File: src/rtl/ctrl_pkt_arbiter.sv
// ctrl_pkt_arbiter: shares one outbound control-packet AXI-Stream channel among
// N sources. Grants are packet-atomic and round-robin, with a high-priority
// class that wins whenever any of its members is eligible. A watchdog ends a
// packet whose granted source goes idle mid-packet: it sends a zero-keep
// terminator beat and then silently drains the rest of that source's packet.
module ctrl_pkt_arbiter #(
  parameter int           N            = 4,
  parameter logic [N-1:0] HI_PRIO_MASK = N'(1),
  parameter int           TIMEOUT      = 1024
) (
  input  logic            core_clk,
  input  logic            core_rst_n,
  input  logic [64*N-1:0] s_tdata,
  input  logic [8*N-1:0]  s_tkeep,
  input  logic [N-1:0]    s_tvalid,
  input  logic [N-1:0]    s_tlast,
  output logic [N-1:0]    s_tready,
  output logic [63:0]     m_tdata,
  output logic [7:0]      m_tkeep,
  output logic            m_tvalid,
  output logic            m_tlast,
  input  logic            m_tready,
  output logic [N-1:0]    grant_o,
  output logic            busy_o,
  output logic            abort_o,
  output logic [31:0]     pkt_cnt_o
);

  localparam int          IDX_W    = (N > 1) ? $clog2(N) : 1;
  localparam logic [15:0] WDOG_MAX = 16'(TIMEOUT - 1);

  typedef enum logic [1:0] {
    ST_IDLE,
    ST_XFER,
    ST_ABORT
  } state_e;

  state_e             state_q,   state_d;
  logic [N-1:0]       grant_q,   grant_d;
  logic [IDX_W-1:0]   gidx_q,    gidx_d;
  logic [IDX_W-1:0]   rr_ptr_q,  rr_ptr_d;
  logic [N-1:0]       flush_q,   flush_d;
  logic [15:0]        wdog_q,    wdog_d;
  logic [31:0]        pkt_cnt_q, pkt_cnt_d;
  logic               busy_q,    busy_d;

  // Arbitration results and the granted source's view of the stream.
  logic [N-1:0]       elig;
  logic [N-1:0]       hi_elig;
  logic [N-1:0]       cand;
  logic               pick_found;
  logic [IDX_W-1:0]   pick_idx;
  logic [IDX_W-1:0]   nxt_ptr;
  logic               g_valid;
  logic               g_last;
  logic [63:0]        g_data;
  logic [7:0]         g_keep;

  assign g_valid = s_tvalid[gidx_q];
  assign g_last  = s_tlast[gidx_q];
  assign g_data  = s_tdata[gidx_q*64 +: 64];
  assign g_keep  = s_tkeep[gidx_q*8 +: 8];
  assign nxt_ptr = (gidx_q == IDX_W'(N - 1)) ? '0 : gidx_q + IDX_W'(1);

  assign grant_o   = grant_q;
  assign busy_o    = busy_q;
  assign pkt_cnt_o = pkt_cnt_q;

  // Round-robin pick: high-priority class first, then first set bit at or
  // above rr_ptr, wrapping. Flushing sources are never eligible.
  always_comb begin
    // NOTE: every signal gets a default before any branch so no latch can be inferred.
    elig       = s_tvalid & ~flush_q;
    hi_elig    = elig & HI_PRIO_MASK;
    cand       = (|hi_elig) ? hi_elig : elig;
    pick_found = 1'b0;
    pick_idx   = '0;
    for (int k = 0; k < N; k++) begin
      if (!pick_found && cand[(int'(rr_ptr_q) + k) % N]) begin
        pick_found = 1'b1;
        pick_idx   = IDX_W'((int'(rr_ptr_q) + k) % N);
      end
    end
  end

  // Output datapath: pass-through in XFER, terminator in ABORT, quiet in IDLE.
  always_comb begin
    m_tvalid = 1'b0;
    m_tlast  = 1'b0;
    m_tdata  = '0;
    m_tkeep  = '0;
    abort_o  = 1'b0;
    s_tready = flush_q;
    case (state_q)
      ST_XFER: begin
        m_tvalid         = g_valid;
        m_tlast          = g_last;
        m_tdata          = g_data;
        m_tkeep          = g_keep;
        s_tready[gidx_q] = m_tready;
      end
      ST_ABORT: begin
        m_tvalid = 1'b1;
        m_tlast  = 1'b1;
        abort_o  = m_tready;
      end
      default: ;
    endcase
  end

  // Next-state logic: FSM, watchdog, flush bookkeeping and packet counter.
  always_comb begin
    state_d   = state_q;
    grant_d   = grant_q;
    gidx_d    = gidx_q;
    rr_ptr_d  = rr_ptr_q;
    wdog_d    = wdog_q;
    pkt_cnt_d = pkt_cnt_q;
    busy_d    = busy_q;
    flush_d   = flush_q;

    // A flushing source drops out of flush once its tlast beat is swallowed.
    for (int i = 0; i < N; i++) begin
      if (flush_q[i] && s_tvalid[i] && s_tlast[i]) flush_d[i] = 1'b0;
    end

    case (state_q)
      ST_IDLE: begin
        if (pick_found) begin
          state_d           = ST_XFER;
          gidx_d            = pick_idx;
          grant_d           = '0;
          grant_d[pick_idx] = 1'b1;
          busy_d            = 1'b1;
          wdog_d            = '0;
        end
      end
      ST_XFER: begin
        if (g_valid) begin
          // Backpressure never feeds the watchdog; only source silence does.
          wdog_d = '0;
          if (m_tready && g_last) begin
            pkt_cnt_d = pkt_cnt_q + 32'd1;
            rr_ptr_d  = nxt_ptr;
            grant_d   = '0;
            busy_d    = 1'b0;
            state_d   = ST_IDLE;
          end
        end else if (wdog_q == WDOG_MAX) begin
          flush_d[gidx_q] = 1'b1;
          wdog_d          = '0;
          state_d         = ST_ABORT;
        end else begin
          wdog_d = wdog_q + 16'd1;
        end
      end
      ST_ABORT: begin
        if (m_tready) begin
          pkt_cnt_d = pkt_cnt_q + 32'd1;
          rr_ptr_d  = nxt_ptr;
          grant_d   = '0;
          busy_d    = 1'b0;
          state_d   = ST_IDLE;
        end
      end
      default: state_d = ST_IDLE;
    endcase
  end

  // State registers; reset abandons any packet in flight without a terminator.
  always_ff @(posedge core_clk or negedge core_rst_n) begin
    if (!core_rst_n) begin
      state_q   <= ST_IDLE;
      grant_q   <= '0;
      gidx_q    <= '0;
      rr_ptr_q  <= '0;
      flush_q   <= '0;
      wdog_q    <= '0;
      pkt_cnt_q <= '0;
      busy_q    <= 1'b0;
    end else begin
      // NOTE: non-blocking assignments so every flop samples pre-edge values.
      state_q   <= state_d;
      grant_q   <= grant_d;
      gidx_q    <= gidx_d;
      rr_ptr_q  <= rr_ptr_d;
      flush_q   <= flush_d;
      wdog_q    <= wdog_d;
      pkt_cnt_q <= pkt_cnt_d;
      busy_q    <= busy_d;
    end
  end

endmodule

File: config.mk
export PLATFORM = sky130hd
export DESIGN_NAME = ctrl_pkt_arbiter
export DESIGN_NICKNAME = d
export VERILOG_FILES = /design/src/rtl/ctrl_pkt_arbiter.sv
export SDC_FILE = /design/constraint.sdc
export NUM_CORES = 1
export LEC_CHECK = 0
export CORE_AREA = 2 2 161 163
export CTS_CLUSTER_SIZE = 16
export DETAILED_ROUTE_END_ITERATION = 8
export DIE_AREA = 0 0 163 165
export PLACE_DENSITY = 0.67
export RECOVER_POWER = 25
export SLEW_MARGIN = 20
export SYNTH_ARGS = -nofsm -noshare
export SYNTH_HDL_FRONTEND = slang
export SYNTH_SLANG_ARGS = --single-unit
File: constraint.sdc
create_clock -name core_clk -period 4.4 [get_ports core_clk]
set_clock_uncertainty 0.15 [all_clocks]
set_input_delay 1.32 -clock core_clk [delete_from_list [all_inputs] [get_ports core_clk]]
set_output_delay 1.32 -clock core_clk [all_outputs]
set_load 0.01 [all_outputs]
=== Word-level counts from Yosys, hierarchy flattened ===
Cells that the tools add are included.

* Muxes and demuxes: 71
* Divide/modulo/power cells: 0
* Shift operators: 2
* Equality and inequality tests: 10
* Multipliers: 0
* Bitwise logic cells: 6
* Reduce and logical (&&, ||, !) cells: 29
* Add/subtract/negate cells: 6
* $lt $le $gt $ge: 8

{| class="wikitable"
|+ Operator list
! cell !! count
|-
| $shiftx 256x9->64 || 1
|-
| $mux 32 || 3
|-
| $mux 64 || 1
|-
| $pmux 32 s2 || 1
|-
| $mux 16 || 3
|-
| $mux 4 || 9
|-
| $add 32x1->32 const B || 1
|-
| $pmux 16 s2 || 1
|-
| $shiftx 32x6->8 || 1
|-
| $mux 2 || 13
|-
| $mux 1 || 24
|-
| $add 16x1->16 const B || 1
|-
| $eq 16x10->1 const B || 1
|-
| $logic_and 1x1->1 || 14
|-
| $bmux 1 s2 || 6
|-
| $lt 3x4->1 const B || 3
|-
| $pmux 4 s3 || 1
|-
| $lt 2x3->1 const B || 3
|-
| $mux 8 || 1
|-
| $ne 2x2->1 const B || 4
|-
| $reduce_and 4->1 || 2
|-
| $ne 3x3->1 const B || 2
|-
| $pmux 2 s3 || 1
|-
| $reduce_or 2->1 || 3
|-
| 20 further kinds || 32
|}

* Bits in read-only memories: 0
* Bits in writable memories: 0
* Memories: 0
* Output and inout port bits: 116
* Latch bits: 0
* Word-level logic and storage cells: 140
* Flip-flop bits (word level): 63
* Bits of input ports: 299

=== Longest topological paths before layout ===
* Depth after elaboration: 21
* Depth in mapped cells: 8
* Mapped depth without buffers: 7

=== Worst setup path before layout ===
OpenSTA, ideal clock, no wires.

* Kind: input-to-output
* From: input s_tvalid[3]
* To: output m_tvalid
* Path buffers: 0
* Required time: 2930 ps
* Path slack: 732 ps
* Data arrival time: 2198 ps
* Cell stages on the path: 3
* Path through: mux4_2 and2_1 o21a_1

* Longest elaborated chain between the ends: 3

{| class="wikitable"
|+ RTL lines
! what !! RTL line !! source
|-
| start, declared || 15 || <nowiki>input logic [N-1:0] s_tvalid,</nowiki>
|-
| $bmux 1 s2 || 59 || <nowiki>assign g_valid = s_tvalid[gidx_q];</nowiki>
|-
| $mux 1 (not written as such) || 59 ||
|-
| $pmux 1 s2 || 94 || <nowiki>case (state_q)</nowiki>
|-
| end, declared || 20 || <nowiki>output logic m_tvalid,</nowiki>
|}

No other way between the ends. The select of a mux whose other input is x is not followed.

=== Worst setup path in the final report ===
* From: input s_tdata[175]
* To: output m_tdata[47]

* Longest elaborated chain between the ends: 2

{| class="wikitable"
|+ RTL lines
! what !! RTL line !! source
|-
| start, declared || 13 || <nowiki>input logic [64*N-1:0] s_tdata,</nowiki>
|-
| $shiftx 256x9->64 || 61 || <nowiki>assign g_data = s_tdata[gidx_q*64 +: 64];</nowiki>
|-
| $mux 64 || 94 ||
|-
| end, declared || 18 || <nowiki>output logic [63:0] m_tdata,</nowiki>
|}

No other way between the ends.

==> results.json <==
{
  "critical-path-slowest-cell": "clkdlybuf4s50_1",
  "place_ws_ns": -0.1952,
  "grt_setup_unrepaired": "no",
  "grt_pass1_wl_um": 39460,
  "io_pins": 415,
  "synth_seq_cells": 63,
  "synthMuxAreaShare_pct": 31.34,
  "synthTopCellsByArea": "mux4_2 30%, dfrtp_1 29%, and2_1 8.5%, nand2_1 3.7%, xor2_1 3.2%",
  "fp.coreArea_mm2": 0.02504,
  "max_freq_ghz": 0.2289,
  "fin_crit_sh_pct": 99.28,
  "tightest_slew_ns": 1.365,
  "crit_fanout": 1,
  "avgSynthCellArea_um2": 10.71,
  "period_minus_slack_ns": 4.368,
  "synth_top_family_by_area": "multiplexers",
  "cp_cell_sequence": "clkdlybuf4s50_1, mux4_2, and2_1, clkdlybuf4s50_1",
  "clockBufferDepth": 2,
  "nets": 1232,
  "crit_top_cell": "clkdlybuf4s50_1",
  "crit_type": "in2out",
  "final_max_slew_viol_count": 0,
  "cts-root-buf": "clkbuf_16",
  "status": "finished clean",
  "die_y_um": 165,
  "synth-main-ff-cell": "dfrtp_1",
  "synth-seq-area-share_pct": 28.53,
  "netlist_area_mm2": 0.005525,
  "drive_gt1_share_pct": 13.02,
  "hold_class": "reg2reg",
  "seq_power_share_pct": 17.3,
  "finalPower_mw": 4.462,
  "setup_ws_ns": 0.03177,
  "setup_viol": 0,
  "seq_area_mm2": 0.001584,
  "dr.first_iter.drc_count": 418,
  "wire_per_inst_um": 22.61,
  "drtAntennaViolNets": 0,
  "remaining_drc_errors": 0,
  "synth_edf_count": 0,
  "synthDominantCellAreaShare_pct": 30.16,
  "pwr-share-comb_pct": 66.7,
  "ys_async_sr_fraction_pct": 100.0,
  "grt_use_total_pct": 20.27,
  "first_pass_iters": 4,
  "power_density_mw_per_mm2": 426.8,
  "synth_cell_types": 49,
  "grt_max_degree": 50,
  "yosysTopAreaCell": "mux4_2",
  "yosys.area_share.xor_xnor_pct": 4.914,
  "synth-simple-area-share_pct": 21.81,
  "multi_input_area_mm2": 0.003755,
  "antenna_found_initial": 31,
  "hold_viol": 0,
  "start_kind": "input port",
  "cp-end-kind": "output port",
  "gp_congestion": 0.8402,
  "pwr-share-clk_pct": 16.0,
  "overflow": 0,
  "slew_headroom_pct": 8.976,
  "yosys_warnings": 0,
  "syn-instance-count": 516,
  "crit_arrival_ns": 2.90,
  "synth-compound-area-share_pct": 7.813,
  "vias_per_cell": 4.763,
  "switchingPower_mw": 1.649,
  "h-tree-depth": 3,
  "p_leak_nw": 4.234,
  "synth_fa_ha_area_share_pct": 2.038,
  "hold_slack_ns": 0.3267,
  "dieArea_mm2": 0.02690,
  "numCtsBuffers": 9,
  "ir_drop_mv": 0.2883,
  "syn-num-nets": 824,
  "n_fill_cell": 2446,
  "cts_num_sinks": 63,
  "wirelength_um": 28770,
  "fp.dieW_um": 163,
  "cap_violations": 0,
  "tritoncts": "done",
  "dpl.hpwl_um": 24330,
  "grt_pass1_vias": 5946,
  "clock_latency_ns": 0.34,
  "cp.required_ns": 2.93,
  "syn_to_final_growth_pct": 89.22,
  "netSwitchingFraction_pct": 36.96,
  "postCtsSetupRepairBufs": 0,
  "fp-row-count": 58,
  "clk_pin_slew_ns": 0.05,
  "num_vias": 6059,
  "port_buffers": 414,
  "slowest_delay_ns": 0.48,
  "p_int_mw": 2.813,
  "start_util_pct": 22.07
}
final timing paths:
kind / from / endpoint / slack (ns) / cells after the start
worst max register to register: gidx_q[1] / pkt_cnt_o[22] / 1.70 / 6
max in group asynchronous: core_rst_n / gidx_q[0] / 1.19 / 2
worst max-delay path: s_tdata[175] / m_tdata[47] / 0.03 / 4
worst min register to register: pkt_cnt_o[31] / pkt_cnt_o[31] / 0.33 / 1
worst min-delay path: pkt_cnt_o[31] / pkt_cnt_o[31] / 0.33 / 1
min in group asynchronous: core_rst_n / pkt_cnt_o[17] / 1.13 / 1
worst max-delay path: cells and delay by family:
family,cells,cell delay (ns)
buffers and inverters,2,0.93
AND/OR/NAND/NOR,1,0.17
multiplexers,1,0.47
power groups by stage:
stage          Sequential [mW]  Combinational (mW)  Clock [mW]
6_report                 0.773                2.97       0.715
3_5_place_dp             0.781                3.03           0
4_1_cts                  0.774                3.02       0.733
3_3_place_gp             0.781                3.02           0
2_1_floorplan            0.721                1.68           0
5_1_grt                  0.785                3.21       0.757
metal layers:
layer  wire length, µm  up-vias  track usage, %
li1                  -     2776               -
met1             12160     2922           27.28
met2             12670      317           30.20
met3              3510       34           9.342
met4               353       10           3.419
met5                65        -               0
cell type report:
type,instances,area share [%]
clock inverters,5,0.5385
repair buffers,429,41.31
inverters,14,0.5026
flip-flops and latches,63,15.15
multi-input cells,407,35.91
well taps,330,3.949
diodes,13,0.3112
clock buffers,11,2.322
through the flow:
stage                     cell area [µm²]  instances  setup TNS (ns)  util (%)
final                               10460       1272               0     41.76
after global placement              10100       1243         -0.4581     40.34
after global routing                10430       1262               0     41.66
after detailed placement            10100       1243         -0.5020     40.34
after floorplan                      5525        516               0         -
after CTS                           10390       1259               0     41.50
placed cells by master (no fill, tap or decap), drive strengths merged, types with 2 or more instances in the layout:
cell type | netlist | layout
or4 | 2 | 2
inv | 14 | 15
o21ai | 17 | 17
a22o | 8 | 8
mux2 | 4 | 4
nand4 | 16 | 16
o41ai | 7 | 7
or2 | 3 | 3
clkbuf | 20 | 13
a211oi | 2 | 2
and2 | 75 | 75
dlymetal6s2s | 0 | 14
o31ai | 3 | 3
nand3 | 19 | 19
or3 | 2 | 2
nor2 | 27 | 27
dlygate4sd2 | 0 | 7
diode | 0 | 13
nor3 | 16 | 16
xnor2 | 11 | 11
nand2b | 6 | 6
mux4 | 74 | 74
clkdlybuf4s50 | 0 | 390
xor2 | 20 | 20
ha | 9 | 9
nor2b | 2 | 2
nand2 | 54 | 54
a21oi | 5 | 5
mux2i | 2 | 2
and4 | 2 | 2
a21o | 7 | 7
buf | 12 | 16
dfrtp | 63 | 63
clkinv | 0 | 2
nor4 | 2 | 2
cells by family after synthesis:
kind of cell               count (synthesis)
xor gates and xnor gates                  31
AOI/OAI and AO/OA                         58
and+or+nand+nor                          229
buffers and inverters                     46
muxes                                     80
adders and majority gates                  9
DFF                                       63
repair_timing:
action / CTS / global route
resized for setup: 7 / 14
setup endpoints to repair: 5 / 12
hold buffers: 0 / 0
hold endpoints to repair: 0 / 0
sequential cells by signal (all words and copies together) (netlist names):
register	count
pkt_cnt_o	32
flush_q	4
state_q	2
rr_ptr_q	2
busy_o	1
gidx_q	2
grant_o	4
wdog_q	16
Yosys cell counts, types with 3 or more instances:
library cell,number
dfrtp_1,63
and2_1,75
xor2_1,20
mux4_2,74
nand2b_1,5
o31ai_1,3
nor3_1,16
a22o_1,8
nand4_1,16
clkbuf_1,20
nand2_1,54
buf_1,3
inv_1,14
buf_2,7
mux2_2,4
nand3_1,19
o41ai_1,5
o21ai_0,17
nor2_1,27
xnor2_1,11
ha_1,9
a21o_1,6
a21oi_1,4
No activity file was read; power rests on OpenSTA's default activity.
